$ cat config.mk
export PLATFORM = sky130hd
export DESIGN_NAME = nextroute_table
export DESIGN_NICKNAME = d
export VERILOG_FILES = /design/src/rtl/nextroute_table.sv
export SDC_FILE = /design/constraint.sdc
export NUM_CORES = 1
export LEC_CHECK = 0
export BUFFER_PORTS_ARGS = -buffer_cell sky130_fd_sc_hd__buf_4
export CAP_MARGIN = 5
export CORE_MARGIN = 2
export CORE_UTILIZATION = 43
export DETAILED_ROUTE_END_ITERATION = 10
export HOLD_SLACK_MARGIN = 0.02
export SYNTH_ARGS = -nofsm -noshare
export SYNTH_HDL_FRONTEND = slang
export SYNTH_SLANG_ARGS = --single-unit
$ cat constraint.sdc
create_clock -name clk -period 2.2 [get_ports clk]
set_clock_uncertainty 0.05 [all_clocks]
set_input_delay 0.22 -clock clk [delete_from_list [all_inputs] [get_ports clk]]
set_output_delay 0.22 -clock clk [all_outputs]
set_load 0.03 [all_outputs]
$ cat src/rtl/nextroute_table.sv
// nextroute_table: runtime-programmable next-hop route lookup.
// A route table of 2^DEST_W entries, each SEL_W bits wide, is loaded from
// ROUTE_INIT on reset and can be rewritten through the cfg_* port. Lookups
// go through a single registered valid/ready stage.
// Optional build macro NEXTROUTE_TABLE_STATS_EN adds a saturating
// accepted-lookup counter (stat_clr / stat_lookups).
module nextroute_table #(
  parameter int unsigned DEST_W = 4,
  parameter int unsigned SEL_W  = 1,
  parameter logic [(2**DEST_W)*SEL_W-1:0] ROUTE_INIT = '0
) (
  input  logic              clk,
  input  logic              rst,
  input  logic              cfg_we,
  input  logic [DEST_W-1:0] cfg_addr,
  input  logic [SEL_W-1:0]  cfg_data,
  input  logic              in_valid,
  output logic              in_ready,
  input  logic [DEST_W-1:0] in_dest,
`ifdef NEXTROUTE_TABLE_STATS_EN
  input  logic              stat_clr,
  output logic [15:0]       stat_lookups,
`endif
  output logic              out_valid,
  input  logic              out_ready,
  output logic [SEL_W-1:0]  out_sel,
  output logic [DEST_W-1:0] out_dest
);

  localparam int unsigned DEPTH = 2**DEST_W;

  logic [SEL_W-1:0] tbl [DEPTH];
  logic             accept;
  logic [SEL_W-1:0] lookup_sel;

  // Handshake: the output stage can take a new request when empty or draining.
  always_comb begin
    in_ready = ~out_valid | out_ready;
    accept   = in_valid & in_ready;
  end

  // Lookup with write-through bypass when a same-cycle write hits the looked-up entry.
  always_comb begin
    lookup_sel = tbl[in_dest];
    if (cfg_we && (cfg_addr == in_dest)) begin
      lookup_sel = cfg_data;
    end
  end

  // Route table storage: reload from ROUTE_INIT on reset, otherwise accept config writes.
  always_ff @(posedge clk) begin
    if (rst) begin
      for (int unsigned i = 0; i < DEPTH; i++) begin
        tbl[i] <= ROUTE_INIT[i*SEL_W +: SEL_W];
      end
    end else if (cfg_we) begin
      tbl[cfg_addr] <= cfg_data;
    end
  end

  // Output stage: capture the result on accept, drop valid once consumed, otherwise hold.
  always_ff @(posedge clk) begin
    if (rst) begin
      out_valid <= 1'b0;
      out_sel   <= '0;
      out_dest  <= '0;
    end else if (accept) begin
      out_valid <= 1'b1;
      out_sel   <= lookup_sel;
      out_dest  <= in_dest;
    end else if (out_valid && out_ready) begin
      out_valid <= 1'b0;
    end
  end

`ifdef NEXTROUTE_TABLE_STATS_EN
  // Saturating count of accepted lookups; clear wins over a same-cycle increment.
  always_ff @(posedge clk) begin
    if (rst || stat_clr) begin
      stat_lookups <= '0;
    end else if (accept && (stat_lookups != '1)) begin
      stat_lookups <= stat_lookups + 16'd1;
    end
  end
`endif

endmodule

==> flow_metrics.tcl <==
set metrics [dict create \
    antenna_found_initial 0 \
    synthCells 119 \
    placed_area_sq_um 1360 \
    cts_resized 0 \
    seq_area_frac_synth_pct 49.1 \
    path_max_fanout 1 \
    cellLeakagePower_nw 0.529 \
    wl_um 2570 \
    drv_slew 0 \
    synth_edf_count 16 \
    diodes 0 \
    wl_per_cell_um 15.6 \
    first_iter_violations 26 \
    cts_tree "yes" \
    postCtsSetupBuffers 0 \
    ir_drop_mv 0.322 \
    drc_errors 0 \
    grt_pass1_wl_um 4000 \
    cpPeakStageDelay_ns 0.48 \
    endpoint_kind "register" \
    final.setup.tns_ns 0 \
    cts_htree_levels 1 \
    grt_pass1_vias 867 \
    worstMarginPinSlew_ns 0.475 \
    required_ns 2.36 \
    port_buffers 20 \
    finalHoldViolations 0 \
    hold_path.class "in -> reg" \
    rsz0062_at_grt "no" \
    mappedNetlistArea_sq_um 1220 \
    drtPass1Iterations 4 \
    grt_max_degree 24 \
    clock_path_buffers 2 \
    synth-main-ff-cell "edfxtp_1" \
    slew-limit-headroom_pct 68.3 \
    core_sq_um 2730 \
    cellPowerDensity_nw_per_um2 594 \
    final_net_count 148 \
    die_w_um 57.3 \
    synth.distinct_cells 29 \
    clkTransAtPathRegs_ns 0.12 \
    grt.overflow.total 0 \
    routed_via_density 5.62 \
    cp_cell_sequence "mux4_2 -> a2bb2oi_1 -> nand3_1 -> o2111a_1 -> nor4_2" \
    ant_nets 0 \
    setup_viol 0 \
    num_vias 922 \
    timing.fmax_mhz 669 \
    cp_slowest_cell "mux4_2" \
    arrival_ns 1.65 \
    cts-buffers-inserted 3 \
    dieArea_sq_um 3290 \
    cts.sinks 22 \
    insertion_delay_ns 0.31 \
    syn_nets 133 \
    areaGrowthSynthToFinish_pct 13.1 \
    rrSetupSlack_ns 0.70 \
    period_minus_slack_ns 1.50 \
    yosysWarnings 0 \
    rows 19 \
    dp_hpwl_um 1910 \
    pin_count 21 \
    worstSetupPathType "reg -> reg" \
    status "finished, final reports clean" \
    cts-root-buf "clkbuf_4" \
    cts_hold_buffers 0 \
    drv_cap 0 \
    timing.final.crit_share_pct 68.0 \
    die_h_um 57.3 \
    final_layout_size_suffix_gt1_share_pct 21.1 \
    syn_avg_cell_area_sq_um 10.3 \
    ys_ff_latch 22 \
    crit_path_start_kind "register" \
    start_util_pct 44.7 \
    final_area_sq_um 1380 \
    grt.total_usage_pct 16.4 \
    place.gp.congestion 0.763 \
    synth-async-reset-ratio_pct 0 \
]
worst paths after layout:
kind / startpoint / to / cells past startpoint
max: tbl[13] / out_sel / 5
min: in_valid / out_valid / 3
max reg2reg: tbl[13] / out_sel / 5
min reg2reg: out_dest[1] / out_dest[1] / 2
cell usage after synthesis (3+ instances only):
cell,count,area [sq um]
nand3_1,10,50.1
inv_1,3,11.3
o21bai_1,12,90.1
a21oi_1,6,30.0
clkbuf_1,8,30.0
edfxtp_1,16,480
nor2b_1,3,18.8
a21o_1,3,22.5
dfxtp_1,6,120
nor2_1,17,63.8
xor2_1,3,26.3
nand2b_1,3,18.8
nand2_1,9,33.8
mux2i_1,3,30.0
layout make-up:
type                            instances  area [sq um]
Fill cell                             267          1350
Sequential cell                        22           601
Multi-Input combinational cell         84           556
Timing Repair Buffer                   20           150
Tap cell                               31          38.8
Clock buffer                            4          26.3
Inverter                                3          11.3
power breakdown:
| part | internal [mW] | total (mW) | switching, mW | leakage, nW |
|---|---|---|---|---|
| registers | 0.468 | 0.477 | 0.00882 | 0.202 |
| logic | 0.0666 | 0.150 | 0.0833 | 0.312 |
| clock network | 0.0708 | 0.194 | 0.123 | 0.0150 |
registers in the layout, summed over array words and instances (netlist names):
name and cells:
out_dest 4, out_sel 1, out_valid 1, tbl 16
metrics by stage:
| step | setup WS [ns] | utilization (%) | hold slack [ns] | instances | power, mW |
|---|---|---|---|---|---|
| after floorplan | 0.575 | - | 0.241 | 119 | 0.585 |
| after global placement | 0.579 | 49.6 | 0.395 | 160 | 0.634 |
| after detailed placement | 0.555 | 49.6 | 0.398 | 160 | 0.637 |
| after CTS | 0.701 | 50.6 | 0.121 | 164 | 0.831 |
| after global routing | 0.646 | 50.6 | 0.120 | 164 | 0.862 |
| final | 0.705 | 50.6 | 0.137 | 164 | 0.821 |
layout by cell type (no fill, tap or decap), types with 2 or more instances in the layout:
cell type  synthesis  final
buf_4              0     20
o21bai_1          12     12
clkbuf_4           0      3
nor3_1             2      2
inv_1              3      3
nor2_1            17     17
dfxtp_1            6      6
mux4_1             2      2
nand2b_1           3      3
a21o_1             3      3
mux2i_1            3      3
a21oi_1            6      6
edfxtp_1          16     16
nand2_1            9      9
nand3_1           10     10
nor2b_1            3      3
xor2_1             3      3
critical path, delay by kind of cell, from the launching register on:
kind,cells,cell delay (ns)
DFF,1,0.39
AOI/OAI and AO/OA,2,0.35
and+or+nand+nor,2,0.13
muxes,1,0.48
cells by family after synthesis:
group                     after synthesis  synth area share (%)
AOI/OAI and AO/OA                      24                  14.0
buffers and inverters                  13                  5.42
DFF                                    22                  49.1
muxes                                   6                  8.60
xor gates and xnor gates                4                  2.87
and+or+nand+nor                        50                  20.0
per-layer routing:
metal	up-vias	GRT usage [%]	wire length, um
met3	4	2.04	78
met1	450	20.9	1130
li1	450	-	-
met5	-	0	0
met4	0	6.98	35
met2	18	28.2	1320
No activity file was read; power rests on OpenSTA's default activity.
